## src/rtl/addsub_pkg.sv

```systemverilog
// addsub_pkg: shared types and helpers for the add/sub/accumulate datapath.
//   op_e    : operation encoding carried on the op port
//   flags_t : registered result flags {co, ofl, zero}
//   is_acc  : op uses the accumulator as its X operand
//   is_sub  : op uses the subtract form X + ~Y + 1
// Build option: ADDSUB_SATURATE_EN (see addsub_core).
package addsub_pkg;

  typedef enum logic [1:0] {
    OP_ADD     = 2'b00,
    OP_SUB     = 2'b01,
    OP_ACC_ADD = 2'b10,
    OP_ACC_SUB = 2'b11
  } op_e;

  typedef struct packed {
    logic co;
    logic ofl;
    logic zero;
  } flags_t;

  function automatic logic is_acc(input op_e op);
    return op[1];
  endfunction

  function automatic logic is_sub(input op_e op);
    return op[0];
  endfunction

endpackage

```

## src/rtl/addsub_core.sv

```systemverilog
// addsub_core: combinational WIDTH-bit adder/subtractor with carry and
// signed-overflow flags.
// Ports:
//   x, y  in  WIDTH  operands (result = x + y or x - y)
//   sub   in  1      1 = subtract (x + ~y + 1)
//   s     out WIDTH  result (wrapped, or clamped when saturation is built in)
//   co    out 1      carry out of the WIDTH+1 bit sum (1 = no borrow on subtract)
//   ofl   out 1      two's-complement overflow of the unclamped sum
// Build option: ADDSUB_SATURATE_EN defined -> on overflow s clamps to the
// signed max/min matching the sign of x; co/ofl still describe the raw sum.
module addsub_core #(
  parameter int WIDTH = 8
) (
  input  logic [WIDTH-1:0] x,
  input  logic [WIDTH-1:0] y,
  input  logic             sub,
  output logic [WIDTH-1:0] s,
  output logic             co,
  output logic             ofl
);

  logic [WIDTH-1:0] y_eff;
  logic [WIDTH:0]   sum;
  logic [WIDTH-1:0] raw;

  always_comb begin
    y_eff = sub ? ~y : y;
    // The +1 of the two's-complement negate rides in as the carry-in.
    sum   = {1'b0, x} + {1'b0, y_eff} + {{WIDTH{1'b0}}, sub};
    raw   = sum[WIDTH-1:0];
    co    = sum[WIDTH];
    // Overflow: operands agree in sign but the result does not.
    ofl   = (x[WIDTH-1] == y_eff[WIDTH-1]) && (raw[WIDTH-1] != x[WIDTH-1]);
  end

`ifdef ADDSUB_SATURATE_EN
  always_comb begin
    s = raw;
    if (ofl) begin
      s = x[WIDTH-1] ? {1'b1, {(WIDTH-1){1'b0}}} : {1'b0, {(WIDTH-1){1'b1}}};
    end
  end
`else
  assign s = raw;
`endif

endmodule

```

## src/rtl/addsub_acc_pipe.sv

```systemverilog
// addsub_acc_pipe: registered add / sub / accumulate-add / accumulate-sub
// unit with carry, overflow and zero flags. One-cycle latency, one result
// per cycle when the consumer keeps out_ready high.
// Ports:
//   clk, rst            clock; synchronous active-high reset
//   in_valid/in_ready   operand handshake (op, a, b, acc_clr)
//   op                  OP_ADD, OP_SUB, OP_ACC_ADD, OP_ACC_SUB
//   a, b                operands (b unused for accumulate ops)
//   acc_clr             zero the accumulator with this accepted beat
//   out_valid/out_ready result handshake (s, co, ofl, zero)
//   acc                 current accumulator value
// Build option: ADDSUB_SATURATE_EN enables result clamping in addsub_core;
// the accumulator then loads the clamped value.
//
// Handshake: a beat transfers on a rising edge where valid && ready. A
// producer holding valid keeps its payload stable until the transfer.
// in_ready = !out_valid || out_ready, so the single output register is
// refilled in the same cycle it is drained. While out_valid && !out_ready,
// s/co/ofl/zero/out_valid do not change.
module addsub_acc_pipe
  import addsub_pkg::*;
#(
  parameter int WIDTH = 8
) (
  input  logic             clk,
  input  logic             rst,
  input  logic             in_valid,
  output logic             in_ready,
  input  op_e              op,
  input  logic [WIDTH-1:0] a,
  input  logic [WIDTH-1:0] b,
  input  logic             acc_clr,
  output logic             out_valid,
  input  logic             out_ready,
  output logic [WIDTH-1:0] s,
  output logic             co,
  output logic             ofl,
  output logic             zero,
  output logic [WIDTH-1:0] acc
);

  logic             accept;
  logic [WIDTH-1:0] acc_eff;
  logic [WIDTH-1:0] x;
  logic [WIDTH-1:0] y;
  logic [WIDTH-1:0] core_s;
  logic             core_co;
  logic             core_ofl;

  logic             out_valid_q;
  logic [WIDTH-1:0] s_q;
  flags_t           flags_q;
  logic [WIDTH-1:0] acc_q;

  assign in_ready = !out_valid_q || out_ready;
  assign accept   = in_valid && in_ready;

  // A clear in the same beat as an accumulate op takes effect first.
  always_comb begin
    acc_eff = acc_clr ? '0 : acc_q;
    x       = is_acc(op) ? acc_eff : a;
    y       = is_acc(op) ? a : b;
  end

  addsub_core #(.WIDTH(WIDTH)) u_core (
    .x   (x),
    .y   (y),
    .sub (is_sub(op)),
    .s   (core_s),
    .co  (core_co),
    .ofl (core_ofl)
  );

  always_ff @(posedge clk) begin
    if (rst) begin
      out_valid_q <= 1'b0;
      s_q         <= '0;
      flags_q     <= '0;
      acc_q       <= '0;
    end else begin
      if (accept) begin
        out_valid_q  <= 1'b1;
        s_q          <= core_s;
        flags_q.co   <= core_co;
        flags_q.ofl  <= core_ofl;
        flags_q.zero <= (core_s == '0);
        if (is_acc(op)) begin
          acc_q <= core_s;
        end else if (acc_clr) begin
          acc_q <= '0;
        end
      end else if (out_ready) begin
        out_valid_q <= 1'b0;
      end
    end
  end

  assign out_valid = out_valid_q;
  assign s         = s_q;
  assign co        = flags_q.co;
  assign ofl       = flags_q.ofl;
  assign zero      = flags_q.zero;
  assign acc       = acc_q;

endmodule

```

## config.mk

```make
export PLATFORM = sky130hd
export DESIGN_NAME = addsub_acc_pipe
export DESIGN_NICKNAME = d
export VERILOG_FILES = /design/src/rtl/addsub_pkg.sv /design/src/rtl/addsub_core.sv /design/src/rtl/addsub_acc_pipe.sv
export SDC_FILE = /design/constraint.sdc
export NUM_CORES = 1
export LEC_CHECK = 0
export CORE_AREA = 2 2 62 64
export DETAILED_ROUTE_END_ITERATION = 10
export DIE_AREA = 0 0 64 66
export GPL_TIMING_DRIVEN = 0
export MAX_ROUTING_LAYER = met4
export PLACE_DENSITY_LB_ADDON = 0.3
export SLEW_MARGIN = 25
export SYNTH_ARGS = -nofsm -noshare
export SYNTH_HDL_FRONTEND = slang
export SYNTH_SLANG_ARGS = --single-unit
```

## constraint.sdc

```tcl
create_clock -name clk -period 3.26 [get_ports clk]
set_clock_uncertainty 0.05 [all_clocks]
set_input_delay 0.652 -clock clk [delete_from_list [all_inputs] [get_ports clk]]
set_output_delay 0.652 -clock clk [all_outputs]
set_load 0.02 [all_outputs]
```

* After elaboration in Yosys (flattened, before gate mapping)
Cells that the tools add are included.
Cells by class: add/sub/neg operators 2, $mul 0, divide/modulo/power cells 0, $lt $le $gt $ge 0, equality and inequality tests 2, shifts and indexed selects 0, mux-type cells 7, bitwise operators 1, reductions and logical operators 6
Operators with widths (count):
- two-way mux 8 bit | 5
- adder 8 x 8 -> 9 bit | 1
- adder 9 x 1 -> 9 bit | 1
- zero test 8 bit | 1
- inverter 8 bit | 1
- logical AND 1 bit | 2
- two-way mux 1 bit | 2
- nonzero test 2 bit | 1
- equality test 1 bit | 1
- zero test 1 bit | 1
- logical OR 1 bit | 1
- inequality test 1 bit | 1
Storage, ports and cells: register bits after elaboration 20, latch bits 0, bits in writable memories 0, memory bits (read-only) 0, bits of input ports 23, logic and storage cells 24, memories kept 0

* Longest topological paths before layout
word-level depth 7, mapped depth 13

* Hierarchy
Synthesis repeated with hierarchy kept, for this count alone.
Unflattened totals: cell total of the unflattened synthesis 191, area, all modules 1645.3 um2
By module, submodules not included:
- addsub_acc_pipe | times used 1, cells each 131, area each 1174.9 um2, sequential area each 400.4 um2
- addsub_core | times used 1, cells each 60, area each 470.5 um2, sequential area each 0.0 um2

* Least setup slack after synthesis
No wires, ideal clock.
kind input -> register, start in op[1], end reg zero (netlist name), library setup time 0.115 ns, data arrival time 2.957 ns, slack 0.137 ns, stages 11, path buffers 3, cell sequence buf_6 clkbuf_1 clkbuf_1 o21ai_0 fa_1 a21oi_1 o211ai_1 a21oi_1 xnor2_1 nor2_1 a31o_1
Between the ends: longest elaborated chain between the ends 6, elaborated cells between the ends (all ways) 7
RTL lines:
- start, declared | line addsub_acc_pipe.sv:29 | input op_e op,
- two-way mux 8 bit | line addsub_acc_pipe.sv:62 | y = is_acc(op) ? a : b;
- inverter 8 bit | line addsub_core.sv:27 | y_eff = sub ? ~y : y;
- two-way mux 8 bit | line addsub_core.sv:27
- adder 8 x 8 -> 9 bit * | line addsub_core.sv:29 | sum = {1'b0, x} + {1'b0, y_eff} + {{WIDTH{1'b0}}, sub};
- adder 9 x 1 -> 9 bit * | line addsub_core.sv:29
- zero test 8 bit * | line addsub_acc_pipe.sv:86 | flags_q.zero <= (core_s == '0);
Mark *: on every way between the ends. The rest lies on a longest branch, timed or not. A chain may end at the register's enable or synchronous reset.

* Final worst setup path
start in op[1], end reg zero (netlist name)
Between the ends: longest elaborated chain between the ends 6, elaborated cells between the ends (all ways) 7
RTL lines (line):
- two-way mux 8 bit | addsub_acc_pipe.sv:62
- inverter 8 bit | addsub_core.sv:27
- two-way mux 8 bit | addsub_core.sv:27
- adder 8 x 8 -> 9 bit * | addsub_core.sv:29
- adder 9 x 1 -> 9 bit * | addsub_core.sv:29
- zero test 8 bit * | addsub_acc_pipe.sv:86
Marked as above.

==> out/results.txt <==
status: completed
first-iteration detailed-routing DRC count: 53
area growth from synthesis to layout: 38.4%
post-synth top area share: 27.8%
global-route wire length before repair: 6030 um
post-CTS setup buffers: 0
vias in the first global route: 1,368
Worst Setup Start Kind: primary input
Post-Syn Instances: 178
Reg2Reg Capture Point: zero
Clock Pin Slew Worst Setup and Hold Paths: 110 ps
Synth Flop Type: dfxtp_1
Fin. Hold Viols: 0
Cell Area, Synth: 1440 um2
post-cts gate resize count: 2
CTS sink count: 20
Antenna Nets Post-Route: 0
CP max stage cell: clkdlybuf4s50_1
Hold-fix buffers, CTS: 0
Starting Density: 40.6%
DRC Markers: 0
ys async rst share: 0%
WP data required: 3420 ps
hold depth: 2
Worst EP arrival: 3290 ps
initial antenna violation count: 0
Setup crit end kind: flip-flop
Slew headroom: 69.0%
# rows: 22
Unique masters post-synth: 38
fin nets: 254
number of synthesized flops with an enable pin: 0
r2r worst-path depth: 9
largest net degree at the start of global routing: 20
clk root buf: clkbuf_4
Final TNS setup: 0 ps
number of fill cells: 331
LEAKAGE: 0.792 nW
register area share after synthesis: 27.8%
worst-margin pin slew: 461 ps
total gr overflow: 0
most common cell after layout, fill and taps aside: clkdlybuf4s50_1
Worst VDD drop: 0.172 mV
# diodes: 0
Die H: 66 um
pwr/cell area: 408 nW/um2
DR vias: 1,399
Avg Vias per Cell: 5.18
fmax: 320 MHz
core area: 3550 um2
critical path peak fanout: 19
WL/cell: 12.9 um
#FFs+latches synth: 20
Min-Delay Path Class: flip-flop to flip-flop
Critical Path Most Common Cell: a21oi_2
Crit Path Class: primary input to flip-flop
total routed wirelength: 3480 um
final max-slew violation count: 0
Avg Cell Area, Syn: 8.10 um2
Final setup violation count: 0
CTS buffer count: 3
slowest stage delay, CP: 550 ps
crit path to: zero
I/O Buffers: 42
crit path cell chain: clkdlybuf4s50_1 > buf_12 > mux2i_1 > xnor2_1 > fa_1 > a21oi_2 > o211ai_1 > a21oi_2 > xnor2_2 > nor2_1 > a31o_1
# Max-Cap Violations: 0
Total Power: 814 uW
r2r startpoint: acc[0]
CTS tree: built
crit path from: op[1]
DR pass1 iterations: 4
Max H-tree Level: 1
YS warnings: 0
Die ar.: 4220 um2
I/O pin count: 44
leading area contributor after synthesis: dfxtp_1
RePlAce Congestion: 0.924
worst hold margin: 409 ps
layout cells sized above 1: 8.56%
Post-Syn Nets: 209
hpwl dp: 2770 um
min cycle time layout: 3120 ps
commonest cells after routing, fill and taps aside: clkdlybuf4s50_1, nand2_1, dfxtp_1
Clock Path Buffers: 2
Worst-Skew Late Latency: 290 ps
top post-synthesis cells by area: dfxtp_1, xnor2_1, ha_1
reg-to-reg setup timing slack: 800 ps
Chip Width: 64 um
period utilization: 95.9%
GRT Total Usage: 18.3%
[registers in the layout, summed over array words and instances (netlist names)]
| name | flops |
|---|---|
| out_valid | 1 |
| acc | 8 |
| s | 8 |
| ofl | 1 |
| co | 1 |
| zero | 1 |
[Yosys cell counts, types with 2 or more instances]
| master | number |
|---|---|
| clkbuf_1 | 7 |
| ha_1 | 7 |
| buf_6 | 3 |
| inv_1 | 12 |
| xnor2_1 | 14 |
| mux2i_1 | 8 |
| nand3b_1 | 11 |
| o21ai_0 | 9 |
| o21ai_1 | 2 |
| dfxtp_1 | 20 |
| a21oi_1 | 16 |
| nor2_1 | 12 |
| a21o_1 | 2 |
| nand3_1 | 3 |
| a22oi_1 | 5 |
| a211oi_1 | 2 |
| nand2b_1 | 2 |
| nand2_1 | 21 |
| o31ai_1 | 3 |
[cells by family after synthesis]
kind of cell / count (synthesis) / share of synthesized area, %
compound gates: 48 / 22.5
xor+xnor: 14 / 8.50
fa+ha+maj: 8 / 7.46
buf+inv: 23 / 7.81
flops: 20 / 27.8
mux: 8 / 5.55
simple gates: 57 / 20.5
[layer usage]
metal	wire (um)	global-route usage, %	up-vias
li1	-	-	712
met1	1610	22.9	633
met4	23	4.08	0
met3	220	4.26	2
met5	0	-	-
met2	1620	30.2	52
[worst min path at each step]
stage	startpoint	end	slack [ps]
6_report	s[1]	s[1]	410
5_1_grt	s[0]	s[0]	450
4_1_cts	s[1]	s[1]	410
3_5_place_dp	s[1]	s[1]	400
3_3_place_gp	s[1]	s[1]	390
2_1_floorplan	s[0]	s[0]	480
[worst max-delay path, delay by kind of cell]
family,cells,cell delay (ps)
buffers and inverters,2,740
adder cells (fa/ha/maj),1,500
XOR/XNOR,2,310
multiplexers,1,220
AND/OR/NAND/NOR,1,80
AO/OA/AOI/OAI,4,770
[per-stage QoR]
| step | setup WS [ps] | cell area [um2] | std cells | util (%) |
|---|---|---|---|---|
| floorplan | 137 | 1440 | 178 | - |
| global route | -18.4 | 2000 | 270 | 56.2 |
| global placement | -964 | 1920 | 268 | 54.2 |
| CTS | 1.69 | 1960 | 271 | 55.2 |
| detailed placement | -989 | 1920 | 268 | 54.2 |
| finish | 135 | 2000 | 270 | 56.2 |
[power by group]
| part | leakage, nW | switching (mW) | total [mW] | internal (mW) |
|---|---|---|---|---|
| logic | 0.608 | 0.207 | 0.387 | 0.180 |
| clock network | 0.0210 | 0.0743 | 0.142 | 0.0681 |
| registers | 0.164 | 0.0157 | 0.285 | 0.269 |
| total | 0.792 | 0.297 | 0.814 | 0.517 |
[area by class of cell]
type | instances | area (um2) | area share [%]
clock buffer | 4 | 36.3 | 1.82
timing repair buffer | 42 | 420 | 21.1
buffer | 9 | 72.6 | 3.63
multi-input combinational | 135 | 962 | 48.2
inverter | 12 | 45.0 | 2.26
tap | 48 | 60.1 | 3.01
sequential | 20 | 400 | 20.1
Note: power is estimated with default switching activity, not from simulation.
